`config.mk`:
```
export PLATFORM = sky130hd
export DESIGN_NAME = hawk_cmpdcmp_rd_mngr
export DESIGN_NICKNAME = d
export VERILOG_FILES = /design/src/rtl/hawk_cmpdcmp_rd_mngr.sv
export SDC_FILE = /design/constraint.sdc
export NUM_CORES = 2
export LEC_CHECK = 0
export CORE_AREA = 2 2 646 648
export CTS_CLUSTER_DIAMETER = 80
export DETAILED_ROUTE_END_ITERATION = 16
export DIE_AREA = 0 0 648 650
export PLACE_DENSITY = 0.35
export SYNTH_ARGS = -nofsm -noshare
export SYNTH_HDL_FRONTEND = slang
export SYNTH_SLANG_ARGS = --single-unit
```
`constraint.sdc`:
```
create_clock -name clk_i -period 3.7 [get_ports clk_i]
set_input_delay 0.37 -clock clk_i [delete_from_list [all_inputs] [get_ports clk_i]]
set_output_delay 0.37 -clock clk_i [all_outputs]
set_load 0.01 [all_outputs]
```
`src/rtl/hawk_cmpdcmp_rd_mngr.sv`:
```
// Purpose: decompress-side read manager; fetches the zsPage metadata line, then streams N compressed lines.
// Latency: trigger->first request 1 cycle; response->zspg_valid/cline_valid 1 cycle; last line->done 1 cycle.
// Backpressure: one read outstanding; next line is not requested until the one-entry line buffer drains.
// Build option: define HAWK_RD_MD_CHECK_EN to compare the embedded metadata pointer against iway_ptr.
module hawk_cmpdcmp_rd_mngr #(
    parameter int ADDR_W = 64,
    parameter int DATA_W = 512
) (
    input  logic              clk_i,
    input  logic              rst_ni,
    input  logic              cmpdcmp_trigger,
    input  logic [47:0]       iway_ptr,
    input  logic [ADDR_W-1:0] cpage_byte_start,
    input  logic [6:0]        cpage_nlines,
    output logic              rd_req_valid,
    output logic [ADDR_W-1:0] rd_req_addr,
    input  logic              rd_req_ready,
    input  logic              rd_resp_valid,
    input  logic [DATA_W-1:0] rd_resp_data,
    output logic              rd_resp_ready,
    output logic              zspg_valid,
    output logic [399:0]      zspg_md,
    output logic [47:0]       nxtway_ptr,
    output logic              md_mismatch,
    output logic              cline_valid,
    output logic [DATA_W-1:0] cline_data,
    output logic              cline_last,
    input  logic              cline_ready,
    output logic              cmpdcmp_done
);

    typedef enum logic [2:0] {
        IDLE, ZS_REQ, ZS_RESP, CP_REQ, CP_RESP, CP_DRAIN, DONE
    } state_t;

    state_t             state_q, state_d;
    logic [47:0]        iway_q;
    logic [ADDR_W-1:6]  cpage_q;
    logic [6:0]         nlines_q;
    logic [6:0]         cnt_q;
    logic [ADDR_W-1:0]  cp_addr;
    logic               start;
    logic               zs_take;
    logic               cp_take;
    logic               cline_take;

    assign start      = (state_q == IDLE) && cmpdcmp_trigger;
    assign zs_take    = (state_q == ZS_RESP) && rd_resp_valid;
    assign cp_take    = (state_q == CP_RESP) && rd_resp_valid && rd_resp_ready;
    assign cline_take = cline_valid && cline_ready;

    // Line address: aligned page base plus 64 bytes per line already fetched; wraps silently.
    assign cp_addr = {cpage_q, 6'b0} + ({{(ADDR_W-7){1'b0}}, cnt_q} << 6);

    // State register.
    always_ff @(posedge clk_i or negedge rst_ni) begin
        if (!rst_ni) state_q <= IDLE;
        else         state_q <= state_d;
    end

    // Next-state decode; a single read is outstanding at any time.
    always_comb begin
        state_d = state_q;
        case (state_q)
            IDLE:     if (cmpdcmp_trigger) state_d = ZS_REQ;
            ZS_REQ:   if (rd_req_ready) state_d = ZS_RESP;
            ZS_RESP:  if (rd_resp_valid) state_d = (nlines_q != 7'd0) ? CP_REQ : DONE;
            CP_REQ:   if (rd_req_ready) state_d = CP_RESP;
            CP_RESP:  if (cp_take) state_d = CP_DRAIN;
            CP_DRAIN: if (cline_take) state_d = (cnt_q < nlines_q) ? CP_REQ : DONE;
            DONE:     state_d = IDLE;
            default:  state_d = IDLE;
        endcase
    end

    // Request/response handshake outputs decoded from the registered state.
    always_comb begin
        rd_req_valid  = 1'b0;
        rd_req_addr   = '0;
        rd_resp_ready = 1'b0;
        cmpdcmp_done  = 1'b0;
        case (state_q)
            ZS_REQ: begin
                rd_req_valid = 1'b1;
                rd_req_addr  = {{(ADDR_W-48){1'b0}}, iway_q};
            end
            CP_REQ: begin
                rd_req_valid = 1'b1;
                rd_req_addr  = cp_addr;
            end
            ZS_RESP: rd_resp_ready = 1'b1;
            CP_RESP: rd_resp_ready = !cline_valid;
            DONE:    cmpdcmp_done  = 1'b1;
            default: ;
        endcase
    end

    // Operation parameters are latched on trigger; oversize line counts clamp to a full page.
    always_ff @(posedge clk_i or negedge rst_ni) begin
        if (!rst_ni) begin
            iway_q   <= '0;
            cpage_q  <= '0;
            nlines_q <= '0;
        end else if (start) begin
            iway_q   <= iway_ptr;
            cpage_q  <= cpage_byte_start[ADDR_W-1:6];
            nlines_q <= (cpage_nlines > 7'd64) ? 7'd64 : cpage_nlines;
        end
    end

    // Metadata capture; zspg_md/nxtway_ptr hold until the next metadata response.
    always_ff @(posedge clk_i or negedge rst_ni) begin
        if (!rst_ni) begin
            zspg_valid <= 1'b0;
            zspg_md    <= '0;
            nxtway_ptr <= '0;
        end else begin
            zspg_valid <= zs_take;
            if (zs_take) begin
                zspg_md    <= rd_resp_data[399:0];
                nxtway_ptr <= rd_resp_data[447:400];
            end
        end
    end

    // One-entry output buffer and line counter.
    always_ff @(posedge clk_i or negedge rst_ni) begin
        if (!rst_ni) begin
            cline_valid <= 1'b0;
            cline_data  <= '0;
            cline_last  <= 1'b0;
            cnt_q       <= '0;
        end else if (start) begin
            cnt_q <= '0;
        end else if (cp_take) begin
            cline_valid <= 1'b1;
            cline_data  <= rd_resp_data;
            cline_last  <= (cnt_q == nlines_q - 7'd1);
            cnt_q       <= cnt_q + 7'd1;
        end else if (cline_take) begin
            cline_valid <= 1'b0;
            cline_last  <= 1'b0;
        end
    end

`ifdef HAWK_RD_MD_CHECK_EN
    logic unused_ok;
    assign unused_ok = ^{rd_resp_data[DATA_W-1:496], cpage_byte_start[5:0]};

    // Sticky per operation: cleared on trigger, set when the embedded pointer disagrees.
    always_ff @(posedge clk_i or negedge rst_ni) begin
        if (!rst_ni)      md_mismatch <= 1'b0;
        else if (start)   md_mismatch <= 1'b0;
        else if (zs_take) md_mismatch <= (rd_resp_data[495:448] != iway_q);
    end
`else
    logic unused_ok;
    assign unused_ok   = ^{rd_resp_data[DATA_W-1:448], cpage_byte_start[5:0]};
    assign md_mismatch = 1'b0;
`endif

endmodule

```
==> impl_metrics.py <==
metrics = {
    "outcome": {
        "outcome": "complete, but fails checks",
        "failed_checks": "negative setup slack",
    },
    "power_and_ir_drop": {
        "switching_share_pct": 24.6,
        "vdd_ir_drop_max_mv": 0.294,
        "power-per-cell-area_nw_per_um2": 391,
        "netSwitchingPower_w": 0.00716,
        "leakage_nw": 34.0,
        "power.share.clock_pct": 54.1,
        "power_frac_seq_pct": 40.9,
        "pwr-share-comb_pct": 5.0,
        "p_int_w": 0.0219,
    },
    "setup_path": {
        "path_cells": "ha_4 -> o21a_1 -> o21ai_2 -> or4b_4 -> or3_4 -> or4_4 -> a21oi_2 -> buf_2",
        "crit_type": "flip-flop to output pin",
        "arrival_ns": 3.53,
        "crit_slowest_cell": "or4b_4",
        "path_max_fanout": 8,
        "cp_num_buf_inv": 1,
        "r2r-end": "cline_data[221]$_DFFE_PN0P_",
        "r2r_slack_ns": 0.92,
        "crit_family": "simple AND/OR/NAND/NOR gates",
        "r2r_start": "state_q[1]$_DFFE_PN0P_",
        "crit_path_end_kind": "output pin",
        "cp-start-kind": "flip-flop",
        "worstPathRequired_ns": 3.33,
        "reg2regPathDepth": 8,
        "critPathMaxStageDelay_ns": 0.55,
    },
    "synth": {
        "synth-seq-cells": 1086,
        "synth-seq-area-share_pct": 63.7,
        "yosysTopAreaCellShare_pct": 63.7,
        "synth.net_count": 4691,
        "async_reset_ff_share_pct": 100,
        "synth_cell_types": 46,
        "syn_inst": 4037,
        "syn_avg_cell_area_um2": 10.6,
        "yosys-top-cells-area": "dfrtp_1, nand2_1, mux2_2",
        "yosysWarnings": 0,
        "synth_edf_count": 0,
        "synth_flop_cell": "dfrtp_1",
        "synth_area_um2": 42700,
        "yosysTopAreaCell": "dfrtp_1",
    },
    "final_layout": {
        "area_growth_pct": 74.0,
        "fillers": 46000,
        "fin_util_pct": 17.9,
        "nets": 6616,
        "drive_gt1_share_pct": 16.6,
        "multi_input_area_um2": 15100,
        "regArea_um2": 27200,
    },
    "cts": {
        "cts.sinks": 1086,
        "path_clk_slew_ns": 0.06,
        "cts_buffers": 164,
        "clk_latency_ns": 0.88,
        "cts_tree": "done",
        "cts_buffer_depth": 4,
        "clockRootBuffer": "clkbuf_16",
        "htreeDepth": 4,
    },
    "placement": {
        "io_buffers": 1660,
        "hpwlAfterDp_um": 261000,
        "gp_congestion": 0.940,
    },
    "die": {
        "dieArea_um2": 421000,
        "ios": 1668,
        "design.core.area_um2": 415000,
        "num_rows": 237,
        "die_h_um": 650,
        "die_w_um": 648,
        "start_util_pct": 10.3,
    },
    "sta": {
        "drv_slew": 0,
        "maxSlewHeadroom_pct": 27.7,
        "setup_viol": 22,
        "skew_ns": 0.0739,
        "period_share_pct": 105,
        "rsz0062_at_grt": "yes",
        "period_minus_slack_ns": 3.90,
        "tns_ns": -1.85,
        "hold_viol": 0,
        "max_freq_mhz": 257,
        "fin_ws_ns": -0.197,
        "worst_pin_slew_ns": 1.08,
    },
    "routing": {
        "postRouteAntennaNets": 0,
        "avgRoutedWirePerCell_um": 27.4,
        "vias": 38100,
        "first_iter_violations": 2293,
        "viasPerCell": 3.28,
        "dr.pass1.iters": 5,
        "routed_wirelength_um": 317000,
        "drc": 0,
    },
    "global_routing": {
        "use_met1_pct": 16.1,
        "grt_usage_pct": 14.6,
        "gr-max-usage-layer": "met2",
        "grt_max_degree": 90,
        "grtUsageMet2_pct": 26.2,
        "overflow": 0,
        "globalRouteMet3Util_pct": 5.54,
        "grt_pass1_wl_um": 411000,
        "grt_pass1_vias": 39700,
        "antenna_found_initial": 75,
    },
    "worst_hold_path": {
        "whs_path_depth": 3,
        "hp-start": "rd_resp_data[13]",
        "hold_class": "primary input to flip-flop",
        "holdPathEnd": "cline_data[13]$_DFFE_PN0P_",
    },
    "run": {
        "maxCapViolCount": 0,
    },
}
routing by layer:
metal | vias up | part of all wire, %
met2 | 1407 | 51
met5 | - | 0.037
met1 | 19400 | 38
met4 | 18 | 2.6
li1 | 16900 | -
met3 | 375 | 8.9
worst min-delay path, cell delays in order:
cell	delay (ns)
clkdlybuf4s50_1	0.45
nand2_1	0.07
nand2_1	0.04
state kept, by name (all words and copies together) (netlist names):
| register | cells |
|---|---|
| zspg_md | 400 |
| zspg_valid | 1 |
| nlines_q | 7 |
| iway_q | 48 |
| cnt_q | 7 |
| cpage_q | 58 |
| nxtway_ptr | 48 |
| cline_last | 1 |
| cline_valid | 1 |
| state_q | 3 |
| cline_data | 512 |
synth_stat cells, types with 12 or more instances:
cell and n:
a21oi_1 45, dfrtp_1 1086, nand4_1 27, mux2_2 448, nor2_1 41, ha_1 16, or3_1 14, nand2_1 1871
xor2_1 24, xnor2_1 33, o21ai_0 66, and3_1 12, inv_1 19, clkbuf_1 209, nor3_1 24, nand3_1 26
layout make-up:
cell class	count	share of cell area [%]
sequential	1086	36.6
timing repair buffer	1973	26.5
multi-input combinational	2718	20.3
tap	5497	9.26
clock buffer	238	6.51
clock inverter	54	0.645
inverter	19	0.0960
antenna	19	0.0640
through the flow:
step	power [W]	instance area (µm²)	instances	hold WS (ns)	setup slack, ns
final	0.0291	74300	11600	0.101	-0.197
after global routing	0.0303	74200	11600	0.0380	-0.342
after CTS	0.0298	74000	11600	0.0000801	-0.351
after detailed placement	0.0134	67000	11100	0.457	-0.120
after global placement	0.0134	67000	11100	0.456	-0.0618
after floorplan	0.0121	42700	4037	0.0744	0.531
logic make-up (layout without fill, tap and decap cells):
family / Yosys count / after routing / share of synthesized area (%)
adder cells (fa/ha/maj): 17 / 17 / 0.516
multiplexers: 455 / 455 / 12.0
AND/OR/NAND/NOR: 2047 / 2048 / 18.7
other: 1 / 20 / 0.00879
flip-flops: 1086 / 1086 / 63.7
buffers and inverters: 234 / 2284 / 2.09
AO/OA/AOI/OAI: 140 / 140 / 1.80
XOR/XNOR: 57 / 57 / 1.17
worst max-delay path by stage:
stage	startpoint	end	slack (ns)	cells past startpoint
4_1_cts	cpage_q[12]$_DFFE_PN0P_	rd_req_addr[63]	-0.35	8
6_report	cnt_q[5]$_DFFE_PN0P_	rd_req_addr[63]	-0.20	8
2_1_floorplan	cnt_q[6]$_DFFE_PN0P_	rd_req_addr[63]	0.53	9
3_5_place_dp	cpage_q[11]$_DFFE_PN0P_	rd_req_addr[63]	-0.12	9
3_3_place_gp	cpage_q[11]$_DFFE_PN0P_	rd_req_addr[63]	-0.06	9
5_1_grt	cnt_q[5]$_DFFE_PN0P_	rd_req_addr[51]	-0.34	8
cell usage in the layout (no fill, tap or decap), types with 11 or more instances in the layout:
cell type	count
buf_4	117
buf_2	36
buf_6	16
a21oi_1	30
xor2_1	17
dlygate4sd3_1	138
clkinv_2	28
inv_1	19
clkbuf_8	41
buf_12	44
clkdlybuf4s50_1	1606
clkbuf_16	166
xnor2_1	28
dfrtp_1	1085
mux2_2	448
ha_1	12
nand4_1	27
a21oi_2	15
nor2_1	40
nand3_1	21
o21ai_0	63
nor3_1	11
clkbuf_1	31
diode_2	19
nand2_1	1868
repair_timing:
action,in CTS,in global routing
hold buffers,138,0
pin swaps,57,35
buffers inserted,16,14
gates resized for setup,253,50
cloned,2,0
endpoints found under the hold margin,170,0
setup endpoints to repair,54,48
power by group through the flow:
stage	combinational, W	clock, W	sequential [W]
2_1_floorplan	0.0000149	0	0.0121
3_3_place_gp	0.00135	0	0.0121
3_5_place_dp	0.00135	0	0.0121
4_1_cts	0.00150	0.0164	0.0119
5_1_grt	0.00155	0.0168	0.0119
6_report	0.00146	0.0157	0.0119
Power figures use the tool's default switching activity.
